File: src/rtl/int_seq_pkg.sv
// int_seq_pkg: shared state encoding and default vector for the interrupt stack sequencer.
package int_seq_pkg;
  typedef enum logic [3:0] {
    IDLE, DRAIN, PUSH_PC, PUSH_CCR, FETCH_VEC, JUMP, RDRAIN, POP_CCR, POP_PC
  } state_t;
  localparam logic [7:0] DEFAULT_VECTOR = 8'h00;
endpackage

File: src/rtl/int_sync_edge.sv
// int_sync_edge: multi-flop synchronizer followed by a rising-edge detector.
module int_sync_edge #(
  parameter int STAGES = 2
) (
  input  logic clk,
  input  logic rst,
  input  logic din,
  output logic rise
);
  localparam int N = (STAGES < 2) ? 2 : STAGES;
  logic [N-1:0] sync;
  logic last;
  always_ff @(posedge clk or negedge rst) begin
    if (!rst) begin
      sync <= '0;
      last <= 1'b0;
    end else begin
      sync <= {sync[N-2:0], din};
      last <= sync[N-1];
    end
  end
  assign rise = sync[N-1] & ~last;
endmodule

File: src/rtl/int_stack_sequencer.sv
// int_stack_sequencer: interrupt entry / RTI sequencer owning the RAM and SP ports while busy.
// Define INT_SAVE_FLAGS_EN to also push/pop the 4-bit CCR around the return PC.
module int_stack_sequencer
  import int_seq_pkg::*;
#(
  parameter logic [7:0] VECTOR_ADDR = DEFAULT_VECTOR,
  parameter int         SYNC_STAGES = 2
) (
  input  logic       clk,
  input  logic       rst,
  input  logic       Interrupt,
  input  logic       RTI_Req,
  input  logic       Pipe_Empty,
  input  logic [7:0] PC_Current,
  input  logic [7:0] SP_In,
  input  logic [7:0] Mem_RData,
`ifdef INT_SAVE_FLAGS_EN
  input  logic [3:0] CCR_In,
  output logic [3:0] CCR_Out,
  output logic       CCR_WE,
`endif
  output logic       Busy,
  output logic       Stall_Fetch,
  output logic       Flush,
  output logic [7:0] Mem_Addr,
  output logic [7:0] Mem_WData,
  output logic       Mem_WE,
  output logic [7:0] SP_Out,
  output logic       SP_WE,
  output logic       PC_Load,
  output logic [7:0] PC_Load_Val,
  output logic       Int_Ack,
  output logic       In_Handler,
  output logic       Stack_Err
);
  state_t state;
  logic pending, rise, push, pop;
  logic [7:0] vec_q, ccr_word;

`ifdef INT_SAVE_FLAGS_EN
  localparam bit SAVE_CCR = 1'b1;
  assign ccr_word = {4'b0, CCR_In};
  assign CCR_WE   = state == POP_CCR;
  assign CCR_Out  = CCR_WE ? Mem_RData[3:0] : 4'h0;
`else
  localparam bit SAVE_CCR = 1'b0;
  assign ccr_word = 8'h00;
`endif

  int_sync_edge #(.STAGES(SYNC_STAGES)) u_sync (
    .clk (clk),
    .rst (rst),
    .din (Interrupt),
    .rise(rise)
  );

  // Clearing pending in JUMP wins over an edge arriving in that same cycle.
  always_ff @(posedge clk or negedge rst) begin
    if (!rst) begin
      state      <= IDLE;
      pending    <= 1'b0;
      vec_q      <= 8'h00;
      In_Handler <= 1'b0;
      Stack_Err  <= 1'b0;
    end else begin
      if (rise && !In_Handler) pending <= 1'b1;
      case (state)
        IDLE:      state <= (RTI_Req && In_Handler) ? RDRAIN : pending ? DRAIN : IDLE;
        DRAIN:     if (Pipe_Empty) state <= PUSH_PC;
        PUSH_PC: begin
          state <= SAVE_CCR ? PUSH_CCR : FETCH_VEC;
          if (SP_In == 8'h00) Stack_Err <= 1'b1;
        end
        PUSH_CCR: begin
          state <= FETCH_VEC;
          if (SP_In == 8'h00) Stack_Err <= 1'b1;
        end
        FETCH_VEC: begin
          vec_q <= Mem_RData;
          state <= JUMP;
        end
        JUMP: begin
          pending    <= 1'b0;
          In_Handler <= 1'b1;
          state      <= IDLE;
        end
        RDRAIN:    if (Pipe_Empty) state <= SAVE_CCR ? POP_CCR : POP_PC;
        POP_CCR: begin
          state <= POP_PC;
          if (SP_In == 8'hFF) Stack_Err <= 1'b1;
        end
        POP_PC: begin
          In_Handler <= 1'b0;
          state      <= IDLE;
          if (SP_In == 8'hFF) Stack_Err <= 1'b1;
        end
        default:   state <= IDLE;
      endcase
    end
  end

  always_comb begin
    push        = state == PUSH_PC || state == PUSH_CCR;
    pop         = state == POP_CCR || state == POP_PC;
    Busy        = state != IDLE;
    Stall_Fetch = state != IDLE;
    Mem_Addr    = push ? SP_In : pop ? SP_In + 8'd1 : (state == FETCH_VEC) ? VECTOR_ADDR : 8'h00;
    Mem_WData   = (state == PUSH_PC) ? PC_Current : (state == PUSH_CCR) ? ccr_word : 8'h00;
    Mem_WE      = push;
    SP_WE       = push | pop;
    SP_Out      = push ? SP_In - 8'd1 : pop ? SP_In + 8'd1 : 8'h00;
    PC_Load     = state == JUMP || state == POP_PC;
    PC_Load_Val = (state == JUMP) ? vec_q : (state == POP_PC) ? Mem_RData : 8'h00;
    Flush       = PC_Load;
    Int_Ack     = state == JUMP;
  end
endmodule

File: config.mk
export PLATFORM = sky130hd
export DESIGN_NAME = int_stack_sequencer
export DESIGN_NICKNAME = d
export VERILOG_FILES = /design/src/rtl/int_seq_pkg.sv /design/src/rtl/int_sync_edge.sv /design/src/rtl/int_stack_sequencer.sv
export SDC_FILE = /design/constraint.sdc
export NUM_CORES = 1
export LEC_CHECK = 0
export ABC_AREA = 1
export CORE_ASPECT_RATIO = 0.75
export CORE_MARGIN = 3
export CORE_UTILIZATION = 41
export DETAILED_ROUTE_END_ITERATION = 10
export GPL_TIMING_DRIVEN = 0
export PLACE_DENSITY_LB_ADDON = 0.2
export SYNTH_ARGS = -nofsm -noshare
export SYNTH_HDL_FRONTEND = slang
export SYNTH_SLANG_ARGS = --single-unit
export TNS_END_PERCENT = 100
File: constraint.sdc
create_clock -name clk -period 1.6 [get_ports clk]
set_clock_uncertainty 0.2 [all_clocks]
set_input_delay 0.24 -clock clk [delete_from_list [all_inputs] [get_ports clk]]
set_output_delay 0.24 -clock clk [all_outputs]
set_load 0.1 [all_outputs]
==> key figures, run 1 <==
Synthesis
  • Main combinational cell family by area after synthesis: simple AND/OR/NAND/NOR gates
  • Netlist Area Pre-Place: 1480 um^2
  • YS warnings: 0
  • Compound-Gate Fraction of Synth Area: 16.1%
  • Seq cells post-synth: 18
  • XOR/XNOR Fraction of Synth Area: 0%
  • Cells after Synth: 228
  • Synth Area per Inst: 6.51 um^2
  • Seq/Total Area, Yosys: 30.4%
  • Post-synthesis adder-cell area fraction: 2.53%
  • Post-synthesis mux area share: 0%
  • Syn_nets: 260
  • Simple-Gate Fraction of Synth Area: 37.4%
  • Unique masters post-synth: 25

Clock network
  • Root Buffer: clkbuf_8
  • Max clock buf depth: 2
  • Clk sink count: 18
  • H-tree depth: 1
  • Total CTS buffers: 3

STA
  • Worst endpoint type: top-level output
  • Last worst endpoint in the global-route repair_timing: PC_Load_Val[5]

Run status
  • Stop err: [ERROR DPL-0038] Utilization greater than 100%, impossible to legalize
  • Stopped at: 5_1_grt
  • Status: aborted with a tool error

Floorplanning
  • Initial Utilization: 43.9%
  • I/O pins: 70
  • Chip height: 58.1 um
  • Die W: 75.5 um
  • Rows: 18

Placement
  • Port Buffer Count: 67
  • Dpl ws: -1.71 ns
  • Final Wtd Congestion: 0.864
  • Hpwl dp: 3.31 mm

Global route
  • Pin count of the biggest net entering global routing: 19
cells in the mapped netlist:
| cell type | instances | area [um^2] |
|---|---|---|
| nand3_1 | 14 | 70.1 |
| nand2_2 | 3 | 18.8 |
| nand3_4 | 1 | 17.5 |
| inv_1 | 37 | 139 |
| nand2_1 | 59 | 221 |
| nand3_2 | 2 | 20.0 |
| ha_1 | 3 | 37.5 |
| o21ai_1 | 1 | 5.00 |
| nor2_2 | 2 | 12.5 |
| nor2_4 | 2 | 22.5 |
| o21ai_2 | 9 | 78.8 |
| buf_2 | 1 | 5.00 |
| buf_4 | 2 | 15.0 |
| dfrtp_1 | 18 | 450 |
| buf_6 | 2 | 22.5 |
| nor2_1 | 30 | 113 |
| a21boi_0 | 1 | 7.51 |
| inv_2 | 3 | 11.3 |
| o211ai_1 | 1 | 7.51 |
| clkbuf_2 | 2 | 10.0 |
| a21oi_1 | 2 | 10.0 |
| o21ai_0 | 26 | 130 |
| nand4_1 | 3 | 18.8 |
| or2_2 | 1 | 6.26 |
| nand2_4 | 3 | 33.8 |
logic make-up after synthesis:
logic type	Yosys count
flops	18
fa+ha+maj	3
buf+inv	47
compound gates	40
simple gates	120
what timing repair did:
item | in CTS
endpoints found under the setup margin | 42
pin swaps | 13
setup buffers | 13
hold buffers | 0
resized for setup | 397
cloned | 2
through the flow:
step           setup TNS, ns  std cells  hold slack, ns  area, um^2
4_1_cts               -15.14        354           0.154        3270
3_5_place_dp          -49.75        335           0.139        2550
3_3_place_gp          -49.13        335           0.135        2550
2_1_floorplan         -15.50        228          -0.256        1830
==> run 2, diff against run 1 <==
--- a/config.mk
+++ b/config.mk
@@ -6,12 +6,11 @@
 export NUM_CORES = 1
 export LEC_CHECK = 0
 export ABC_AREA = 1
-export CORE_ASPECT_RATIO = 0.75
 export CORE_MARGIN = 3
-export CORE_UTILIZATION = 41
+export CORE_UTILIZATION = 35
 export DETAILED_ROUTE_END_ITERATION = 10
 export GPL_TIMING_DRIVEN = 0
-export PLACE_DENSITY_LB_ADDON = 0.2
+export PLACE_DENSITY_LB_ADDON = 0.15
 export SYNTH_ARGS = -nofsm -noshare
 export SYNTH_HDL_FRONTEND = slang
 export SYNTH_SLANG_ARGS = --single-unit
==> key figures, run 2 <==
Pwr
  • Reg power frac: 11.6%
  • Clock power frac: 5.5%
  • Leak Pwr: 1.48 nW
  • Sw frac: 56.8%
  • PnR Total Power: 6.75 mW
  • Combinational share of power: 82.9%
  • Max IR drop VDD: 1.20 mV
  • Net Switching: 3.84 mW
  • Internal Power: 2.91 mW
  • Power Dens Cells: 2010 nW/um^2

Detailed routing
  • Mean routed wirelength per cell: 14.0 um
  • Total number of vias: 1,820
  • Iteration-0 DRC Markers: 88
  • DR vias/cell: 4.96
  • DRC viols: 0
  • Routed WL: 5.13 mm
  • Drt first pass iters: 4
  • Routed Antenna Nets: 0

Clock network
  • CTS tree: done
  • H-tree depth: 1
  • Root Buffer: clkbuf_8
  • CTS clk-pin slew, worst paths: 0.07 ns
  • Clock Latency Late Sink: 0.25 ns
  • Max clock buf depth: 2
  • Total CTS buffers: 3
  • Clk sink count: 18

Critical path
  • Crit path capture: SP_Out[6]
  • CP startpoint kind: flip-flop
  • Worst-path cell chain: nor2_4 -> nand2_4 -> clkinvlp_4 -> nand2_2 -> o21ai_4 -> buf_12
  • CP max stage cell: dfrtp_2
  • R2R depth: 9
  • Setup CP Type: flip-flop to output pin
  • Critical Path AT: 1.59 ns
  • Worst reg2reg path startpoint: state[2]
  • WP buf/inv: 2
  • Crit path depth: 6
  • CP peak stage delay: 0.44 ns
  • Max FO, Critical Path: 6
  • Crit. End Element: output pin
  • R2R Path End: state[1]
  • Critical Path RT: 1.16 ns
  • R2R Setup Slk: 0.04 ns
  • Critical Path Start: state[2]
  • CP top delay family: flip-flops

STA
  • Worst-Margin Slew: 0.813 ns
  • Final Setup Violations: 39
  • Final min period: 2.03 ns
  • Slew HR: 45.7%
  • Fin worst setup slack: -0.432 ns
  • Final Hold Viols: 0
  • Pins over their slew limit: 0
  • Fin Setup TNS: -14.42 ns
  • RSZ-0062 raised after global routing: true
  • Worst hold margin: 0.161 ns
  • Max Clk Rate: 492 MHz
  • Period utilization: 127%

Finish
  • Biggest regs: vec_q x8, state x4, u_sync.sync x2
  • Most common cell after layout, fill and taps aside: nand2_1
  • N_diodes: 0
  • Share of layout cells above drive strength 1: 50.8%
  • Non-Filler Instances: 367
  • Most flops, register: vec_q
  • Most frequent cells in the layout: nand2_1 (48), buf_12 (42), inv_1 (31)
  • Max reg flops: 8
  • Synthesis-to-layout area growth: 126%
  • Net count, final: 350

Synthesis
  • Synth top area share: 30.4%
  • Post-synth EDFFs: 0
  • Commonest cells post-synth: nand2_1 (59), inv_1 (37), nor2_1 (30)
  • Top cell type by total area after synthesis: dfrtp_1
  • Cells after Synth: 228
  • Netlist Area Pre-Place: 1480 um^2
  • Synth async-reset ratio: 100%
  • Post-synthesis mux area share: 0%
  • Top post-synthesis cells by area: dfrtp_1 (30%), nand2_1 (15%), inv_1 (9.4%)
  • Post-synthesis adder-cell area fraction: 2.53%
  • YS warnings: 0
  • Main combinational cell family by area after synthesis: simple AND/OR/NAND/NOR gates
  • Unique masters post-synth: 25
  • Synth Area per Inst: 6.51 um^2
  • Syn_nets: 260
  • Simple-Gate Fraction of Synth Area: 37.4%
  • XOR/XNOR Fraction of Synth Area: 0%
  • Seq cells post-synth: 18
  • Compound-Gate Fraction of Synth Area: 16.1%
  • Count leader, synth: nand2_1
  • Main flop type after synthesis: dfrtp_1
  • Seq/Total Area, Yosys: 30.4%

Global route
  • First-pass GRT wire length: 8.68 mm
  • Vias in the first global route: 1,829
  • Overflow after GRT: 0
  • Initial antenna violation count: 0
  • Pin count of the biggest net entering global routing: 19
  • Total GRT Usage: 21.3%

Min path
  • Worst Hold Depth: 0
  • HP Class: flip-flop to flip-flop

Floorplanning
  • Rows: 23
  • Chip height: 71.1 um
  • Core footprint: 4060 um^2
  • I/O pins: 70
  • Initial Utilization: 36.6%
  • Die ar.: 5060 um^2
  • Die W: 71.1 um

Placement
  • Final Wtd Congestion: 0.875
  • Dpl ws: -1.66 ns
  • Port Buffer Count: 67
  • Placed Cells: 345
  • Hpwl dp: 3.16 mm

Flow run
  • MaxCap Viol Count: 0

Run status
  • Failing checks: setup timing
  • Status: finished with violations
-- run 2: cell counts after synthesis --
Identical to the previous run, type by type.
-- run 2: timing repair --
item	in CTS	in global routing
pin swaps	11	11
buffers inserted	15	5
gates resized for setup	399	26
endpoints found under the setup margin	42	41
endpoints found under the hold margin	0	0
hold buffers	0	0
cloned	2	0
-- run 2: how the worst min path moves through the flow --
| stage | start | end | slack [ns] |
|---|---|---|---|
| floorplan | rst | In_Handler | -0.26 |
| global placement | u_sync.sync[0] | u_sync.sync[1] | 0.13 |
| detailed placement | u_sync.sync[0] | u_sync.sync[1] | 0.15 |
| CTS | u_sync.sync[0] | u_sync.sync[1] | 0.17 |
| global route | u_sync.sync[0] | u_sync.sync[1] | 0.18 |
| finish | u_sync.sync[0] | u_sync.sync[1] | 0.16 |
-- run 2: area by class of cell --
type	instances	area, um^2
buffer	7	97.6
fill	245	698
timing repair buffer	84	1210
inverter	40	160
sequential	18	455
clock buffer	4	55.1
tap	50	62.6
multi-input combinational	164	1320
-- run 2: cell families (layout without fill, tap and decap cells) --
| logic type | Yosys count | count (layout) |
|---|---|---|
| AND/OR/NAND/NOR | 120 | 121 |
| AO/OA/AOI/OAI | 40 | 40 |
| buffers and inverters | 47 | 135 |
| flip-flops | 18 | 18 |
| adder cells (fa/ha/maj) | 3 | 3 |
-- run 2: worst reg2reg max path, stage by stage (launching register included) --
cell and delay [ns]:
dfrtp_2 0.44, nor2_4 0.18, buf_12 0.13, buf_8 0.09, buf_4 0.11, nand3_2 0.08
nand2_1 0.09, nand2_1 0.05, nand2_1 0.05, nand2_1 0.05
-- run 2: per-layer routing --
layer / part of all wire (%) / GRT usage [%] / vias up
met5: 0 / 0 / -
met4: 1.1 / 3.55 / 0
met3: 6.1 / 4.83 / 9
met2: 52 / 38.9 / 68
met1: 41 / 25.6 / 859
li1: - / - / 884
-- run 2: power by group through the flow --
stage / combinational (mW) / clock, mW / sequential (mW)
6_report: 5.59 / 0.372 / 0.786
5_1_grt: 5.81 / 0.402 / 0.805
4_1_cts: 5.44 / 0.378 / 0.768
3_5_place_dp: 4.19 / 0 / 0.770
3_3_place_gp: 4.17 / 0 / 0.763
2_1_floorplan: 3.31 / 0 / 0.839
-- run 2: stage by stage --
step	area, um^2	util [%]
after floorplan	1830	-
after global placement	2560	63.2
after detailed placement	2560	63.2
after CTS	3270	80.7
after global routing	3360	82.8
final	3360	82.8
Note: power is estimated with default switching activity, not from simulation.
